==> src/rtl/sram_port_arbiter_if.sv <==
// Bus bundle between the two requesters, the arbiter and the single-port SRAM macro.
// The slave modport is the arbiter's view. The master modport is the view of the requesters and the macro.
interface sram_port_arbiter_if #(
  parameter int AW = 10
);
  logic [1:0]    req_i;
  logic [1:0]    we_i;
  logic [AW-1:0] addr0_i;
  logic [AW-1:0] addr1_i;
  logic [31:0]   wdata0_i;
  logic [31:0]   wdata1_i;
  logic [3:0]    wmask0_i;
  logic [3:0]    wmask1_i;
  logic [1:0]    gnt_o;
  logic [1:0]    rvalid_o;
  logic [31:0]   rdata_o;
  logic          csb_o;
  logic          web_o;
  logic [AW-1:0] addr_o;
  logic [31:0]   wdata_o;
  logic [3:0]    wmask_o;
  logic [31:0]   rdata_i;

  modport slave (
    input  req_i, we_i, addr0_i, addr1_i, wdata0_i, wdata1_i, wmask0_i, wmask1_i, rdata_i,
    output gnt_o, rvalid_o, rdata_o, csb_o, web_o, addr_o, wdata_o, wmask_o
  );

  modport master (
    output req_i, we_i, addr0_i, addr1_i, wdata0_i, wdata1_i, wmask0_i, wmask1_i, rdata_i,
    input  gnt_o, rvalid_o, rdata_o, csb_o, web_o, addr_o, wdata_o, wmask_o
  );
endinterface

==> src/rtl/sram_port_arbiter.sv <==
// Two-port round-robin arbiter with a burst cap in front of a single-port 32-bit SRAM, with 1-cycle read-response routing.
// The optional program-loader lock is enabled by defining SRAM_ARB_PROG_LOCK_EN.
module sram_port_arbiter #(
  parameter int AW       = 10,
  parameter int MaxBurst = 4
) (
  input  logic                  clk_i,
  input  logic                  rst_ni,
`ifdef SRAM_ARB_PROG_LOCK_EN
  input  logic                  prog_i,
`endif
  sram_port_arbiter_if.slave    bus
);

  localparam int CW = $clog2(MaxBurst + 1);
  localparam logic [CW-1:0] MAX_C = CW'(MaxBurst);

  logic          r_last;
  logic [CW-1:0] r_cnt;
  logic          r_rd_vld;
  logic          r_rd_port;

  logic [1:0]    w_gnt;
  logic          w_acc;
  logic          w_port;
  logic          w_tie_port;
  logic          w_lock;

`ifdef SRAM_ARB_PROG_LOCK_EN
  assign w_lock = prog_i;
`else
  assign w_lock = 1'b0;
`endif

  // On a tie, a count of 0 means the owner idled last cycle, so the other port wins.
  always_comb begin
    w_tie_port = ~r_last;
    if ((r_cnt != '0) && (r_cnt < MAX_C)) begin
      w_tie_port = r_last;
    end
  end

  always_comb begin
    w_gnt = 2'b00;
    if (rst_ni) begin
      if (w_lock) begin
        w_gnt = {1'b0, bus.req_i[0]};
      end else begin
        unique case (bus.req_i)
          2'b01:   w_gnt = 2'b01;
          2'b10:   w_gnt = 2'b10;
          2'b11:   w_gnt = w_tie_port ? 2'b10 : 2'b01;
          default: w_gnt = 2'b00;
        endcase
      end
    end
  end

  assign w_acc  = |w_gnt;
  assign w_port = w_gnt[1];

  always_comb begin
    bus.gnt_o   = w_gnt;
    bus.csb_o   = ~w_acc;
    bus.web_o   = 1'b1;
    bus.addr_o  = '0;
    bus.wdata_o = '0;
    bus.wmask_o = '0;
    if (w_gnt[0]) begin
      bus.web_o   = ~bus.we_i[0];
      bus.addr_o  = bus.addr0_i;
      bus.wdata_o = bus.wdata0_i;
      bus.wmask_o = bus.wmask0_i;
    end else if (w_gnt[1]) begin
      bus.web_o   = ~bus.we_i[1];
      bus.addr_o  = bus.addr1_i;
      bus.wdata_o = bus.wdata1_i;
      bus.wmask_o = bus.wmask1_i;
    end
  end

  // Locking parks the arbiter at last=0, count=0, so port 1 wins the first tie after release.
  always_ff @(posedge clk_i or negedge rst_ni) begin
    if (!rst_ni) begin
      r_last <= 1'b1;
      r_cnt  <= '0;
    end else if (w_lock) begin
      r_last <= 1'b0;
      r_cnt  <= '0;
    end else if (w_acc) begin
      r_last <= w_port;
      if (w_port == r_last) begin
        r_cnt <= (r_cnt == MAX_C) ? MAX_C : r_cnt + 1'b1;
      end else begin
        r_cnt <= CW'(1);
      end
    end else begin
      r_cnt <= '0;
    end
  end

  always_ff @(posedge clk_i or negedge rst_ni) begin
    if (!rst_ni) begin
      r_rd_vld  <= 1'b0;
      r_rd_port <= 1'b0;
    end else begin
      r_rd_vld  <= w_acc & ~bus.we_i[w_port];
      r_rd_port <= w_port;
    end
  end

  assign bus.rvalid_o = r_rd_vld ? (r_rd_port ? 2'b10 : 2'b01) : 2'b00;
  assign bus.rdata_o  = bus.rdata_i;

endmodule

==> src/flat_wrapper.sv <==
// flat-port wrapper written by rule: the top's interface ports become plain ports
module sram_port_arbiter_flat 
#(
  parameter int AW       = 10,
  parameter int MaxBurst = 4
)
  (clk_i, rst_ni, bus_req_i, bus_we_i, bus_addr0_i, bus_addr1_i, bus_wdata0_i, bus_wdata1_i, bus_wmask0_i, bus_wmask1_i, bus_rdata_i, bus_gnt_o, bus_rvalid_o, bus_rdata_o, bus_csb_o, bus_web_o, bus_addr_o, bus_wdata_o, bus_wmask_o);
  sram_port_arbiter_if #(.AW(AW)) bus_i ();
  input  logic clk_i;
  input  logic rst_ni;
  input wire logic [$bits(bus_i.req_i)-1:0] bus_req_i;
  input wire logic [$bits(bus_i.we_i)-1:0] bus_we_i;
  input wire logic [$bits(bus_i.addr0_i)-1:0] bus_addr0_i;
  input wire logic [$bits(bus_i.addr1_i)-1:0] bus_addr1_i;
  input wire logic [$bits(bus_i.wdata0_i)-1:0] bus_wdata0_i;
  input wire logic [$bits(bus_i.wdata1_i)-1:0] bus_wdata1_i;
  input wire logic [$bits(bus_i.wmask0_i)-1:0] bus_wmask0_i;
  input wire logic [$bits(bus_i.wmask1_i)-1:0] bus_wmask1_i;
  input wire logic [$bits(bus_i.rdata_i)-1:0] bus_rdata_i;
  output wire logic [$bits(bus_i.gnt_o)-1:0] bus_gnt_o;
  output wire logic [$bits(bus_i.rvalid_o)-1:0] bus_rvalid_o;
  output wire logic [$bits(bus_i.rdata_o)-1:0] bus_rdata_o;
  output wire logic [$bits(bus_i.csb_o)-1:0] bus_csb_o;
  output wire logic [$bits(bus_i.web_o)-1:0] bus_web_o;
  output wire logic [$bits(bus_i.addr_o)-1:0] bus_addr_o;
  output wire logic [$bits(bus_i.wdata_o)-1:0] bus_wdata_o;
  output wire logic [$bits(bus_i.wmask_o)-1:0] bus_wmask_o;
  assign bus_i.req_i = bus_req_i;
  assign bus_i.we_i = bus_we_i;
  assign bus_i.addr0_i = bus_addr0_i;
  assign bus_i.addr1_i = bus_addr1_i;
  assign bus_i.wdata0_i = bus_wdata0_i;
  assign bus_i.wdata1_i = bus_wdata1_i;
  assign bus_i.wmask0_i = bus_wmask0_i;
  assign bus_i.wmask1_i = bus_wmask1_i;
  assign bus_i.rdata_i = bus_rdata_i;
  assign bus_gnt_o = bus_i.gnt_o;
  assign bus_rvalid_o = bus_i.rvalid_o;
  assign bus_rdata_o = bus_i.rdata_o;
  assign bus_csb_o = bus_i.csb_o;
  assign bus_web_o = bus_i.web_o;
  assign bus_addr_o = bus_i.addr_o;
  assign bus_wdata_o = bus_i.wdata_o;
  assign bus_wmask_o = bus_i.wmask_o;
  sram_port_arbiter #(.AW(AW), .MaxBurst(MaxBurst)) u_core (.clk_i(clk_i), .rst_ni(rst_ni), .bus(bus_i));
endmodule
==> config.mk <==
export PLATFORM = sky130hd
export DESIGN_NAME = sram_port_arbiter_flat
export DESIGN_NICKNAME = d
export VERILOG_FILES = /design/src/rtl/sram_port_arbiter_if.sv /design/src/rtl/sram_port_arbiter.sv /design/src/flat_wrapper.sv
export SDC_FILE = /design/constraint.sdc
export NUM_CORES = 1
export LEC_CHECK = 0
export ABC_AREA = 0
export CAP_MARGIN = 0
export CORE_AREA = 2 2 83 85
export CTS_BUF_LIST = sky130_fd_sc_hd__clkbuf_16
export DETAILED_ROUTE_END_ITERATION = 10
export DIE_AREA = 0 0 85 87
export PLACE_DENSITY = 0.74
export RECOVER_POWER = 25
export SYNTH_ARGS = -nofsm -noshare
export SYNTH_HDL_FRONTEND = slang
export SYNTH_SLANG_ARGS = --single-unit
==> constraint.sdc <==
create_clock -name clk_i -period 3.45 [get_ports clk_i]
set_clock_uncertainty 0.05 [all_clocks]
set_input_delay 0.69 -clock clk_i [delete_from_list [all_inputs] [get_ports clk_i]]
set_output_delay 0.69 -clock clk_i [all_outputs]
set_load 0.02 [all_outputs]
==> flow_summary.json <==
{
  "grt_remaining_overflow": 0,
  "grt_use_met3_pct": 3.13,
  "yosys.area.top_type": "a32o_1",
  "grt_pass1_wl_mm": 8.31,
  "reg2reg_to": "u_core.r_rd_vld",
  "cts_buffer_depth": 2,
  "io_pins": 214,
  "gp_congestion": 0.762,
  "grt.met1_usage_pct": 15.4,
  "slew_viol_final": 0,
  "netlist_area_mm2": 0.00121,
  "cts_buffers": 3,
  "htree_levels": 1,
  "rows": 30,
  "required_ns": 2.71,
  "drive_above_1_share_pct": 6.69,
  "rsz0062_at_grt": "false",
  "cts_tree": "yes",
  "reg2reg_from": "u_core.r_cnt[0]",
  "n_antenna_cell": 0,
  "min_path_cells": 2,
  "port_buffers": 149,
  "top_usage_layer": "met2",
  "chipHeight_um": 87,
  "avgSynthCellArea_um2": 8.50,
  "drtPass1Iterations": 4,
  "grt_antenna_before_repair": 0,
  "final_hold_viol_count": 0,
  "clk_latency_ns": 0.23,
  "crit_path_end_kind": "output pin",
  "hp-class": "flip-flop to flip-flop",
  "num_vias": 1632,
  "syn_inst": 142,
  "dieWidth_um": 85,
  "critPathLaunchType": "primary input",
  "rrSetupSlack_ns": 1.52,
  "fmax_mhz": 297,
  "tns_ns": 0,
  "grtUsageMet2_pct": 26.1,
  "whs_endpoint": "u_core.r_last",
  "post_cts_buffers": 0,
  "ys_warn_count": 0,
  "grt_max_degree": 32,
  "initial_core_util_pct": 18.4,
  "synthTopCellsByArea": "a32o_1 (39%), buf_4 (21%), dfrtp_1 (10%)",
  "drcViolationCount": 0,
  "cp_max_fo": 24,
  "seq_area_frac_synth_pct": 12.5,
  "relSlewSlack_pct": 77.0,
  "drt_wl_total_mm": 5.44,
  "grt_pass1_vias": 1686,
  "wl_per_cell_um": 16.3,
  "coreArea_mm2": 0.00657,
  "vias_per_cell": 4.89,
  "worst-r2r-cell-count": 6,
  "fin_crit_ns": 3.37,
  "fin_nets": 387,
  "cts_sinks": 6,
  "worst_pin_slew_ns": 0.341,
  "syn_nets": 274,
  "max_cap_violations": 0,
  "holdWs_ns": 0.514,
  "area_delta_synth_final_pct": 123,
  "ant_nets": 0,
  "drt-initial-drc-count": 48,
  "hpwlAfterDp_mm": 4.41,
  "crit_type": "primary input to output pin",
  "power_leakage_nw": 1.00,
  "period_share_pct": 97.6,
  "cp.arrival_ns": 2.63,
  "outcome": "complete, no violations",
  "power_per_cell_area_mw_per_mm2": 327,
  "ir_worst_vdd_mv": 0.197,
  "synth_top_area_share_pct": 39.0,
  "cts-root-buf": "clkbuf_16",
  "cts.clk_slew.worst_paths_ns": 0.03,
  "grt_usage_pct": 13.9,
  "dieArea_mm2": 0.00740,
  "finalSetupViolCount": 0,
  "yosysUniqueCellTypes": 28,
  "ys_ff_latch": 6,
  "min_from": "u_core.r_last"
}
worst max-delay path, cell delays in order:
cell and delay [ns]:
clkdlybuf4s50_1 0.57, nand2_1 0.14, a31oi_4 0.23, buf_12 0.19, a32o_1 0.16, clkdlybuf4s50_1 0.62
through the flow:
| stage | setup slack (ns) | util, % | instance area (um^2) | std cells | power (W) |
|---|---|---|---|---|---|
| after global routing | 0.00407 | 40.9 | 2690 | 334 | 0.000931 |
| after floorplan | 0.861 | - | 1210 | 142 | 0.000441 |
| after global placement | 0.0769 | 39.7 | 2610 | 330 | 0.000682 |
| after detailed placement | 0.0737 | 39.7 | 2610 | 330 | 0.000690 |
| after CTS | 0.0533 | 40.9 | 2680 | 334 | 0.000889 |
| final | 0.0840 | 40.9 | 2690 | 334 | 0.000878 |
report_power, final:
group	leakage [nW]	switching (W)	internal [W]	total, W
Clock	0.0423	0.0000430	0.000151	0.000194
Sequential	0.0772	0.0000146	0.0000853	0.0000999
Combinational	0.881	0.000263	0.000321	0.000584
Total	1.00	0.000321	0.000557	0.000878
worst max path at each step:
| stage | startpoint | to | slack, ns |
|---|---|---|---|
| 2_1_floorplan | u_core.r_cnt[0] | bus_web_o | 0.86 |
| 3_3_place_gp | rst_ni | bus_wdata_o[1] | 0.08 |
| 3_5_place_dp | rst_ni | bus_wdata_o[1] | 0.07 |
| 4_1_cts | u_core.r_cnt[0] | bus_wdata_o[1] | 0.05 |
| 5_1_grt | rst_ni | bus_wdata_o[1] | 0.004 |
| 6_report | rst_ni | bus_wdata_o[18] | 0.08 |
routing by layer:
metal / share of wire, % / up-vias
li1: - / 762
met1: 37 / 771
met2: 54 / 89
met3: 7.3 / 10
met4: 1.7 / 0
met5: 0 / -
cell type report:
cell class | instances | area (um^2)
Multi-Input combinational cell | 79 | 697
Inverter | 8 | 30.0
Clock inverter | 1 | 3.75
Tap cell | 80 | 100
Fill cell | 653 | 3880
Sequential cell | 6 | 151
Clock buffer | 3 | 75.1
Timing Repair Buffer | 157 | 1630
Yosys cell counts:
cell and instances:
buf_1 1, a31oi_2 1, nor3_1 2, a32oi_1 1, o211ai_1 1, buf_6 3
a32o_1 47, ha_1 2, o21ai_0 2, inv_1 8, buf_2 4, and2_1 3
nor2_1 3, or3_4 1, dfrtp_1 5, dfstp_2 1, mux2_2 1, or2_2 2
clkbuf_1 7, a211oi_1 1, buf_4 34, nor2b_1 1, a21oi_1 2, nand2b_1 2
a21o_1 1, o2111ai_1 1, nand2_1 4, a221o_1 1
cell usage in the layout (no fill, tap or decap), drive strengths merged:
cell and n:
nand2b 2, nand2 4, o211ai 1, nor3 2, a21oi 2, a31oi 1
a32oi 1, a32o 47, a221o 1, inv 9, clkdlybuf4s50 146, dlymetal6s2s 3
dfstp 1, a21o 1, a211oi 1, buf 7, nor2b 1, clkbuf 4
dfrtp 5, nor2 3, or3 1, ha 2, mux2 1, or2 2
o21ai 2, and2 3, o2111ai 1
cell families after synthesis:
family / Yosys count / share of synthesized area (%)
muxes: 1 / 0.933
and+or+nand+nor: 18 / 8.08
AOI/OAI and AO/OA: 58 / 45.8
adders and majority gates: 2 / 2.07
buffers and inverters: 57 / 30.6
DFF: 6 / 12.5
timing repair:
item | CTS | global route
setup endpoints to repair | 0 | 29
gates resized for setup | 0 | 4
hold buffers | 0 | 0
flip-flops by register name (all words and copies together), names as in the netlist:
register	flops
u_core.r_last	1
u_core.r_rd_port	1
u_core.r_rd_vld	1
u_core.r_cnt	3
Note: power is estimated with default switching activity, not from simulation.
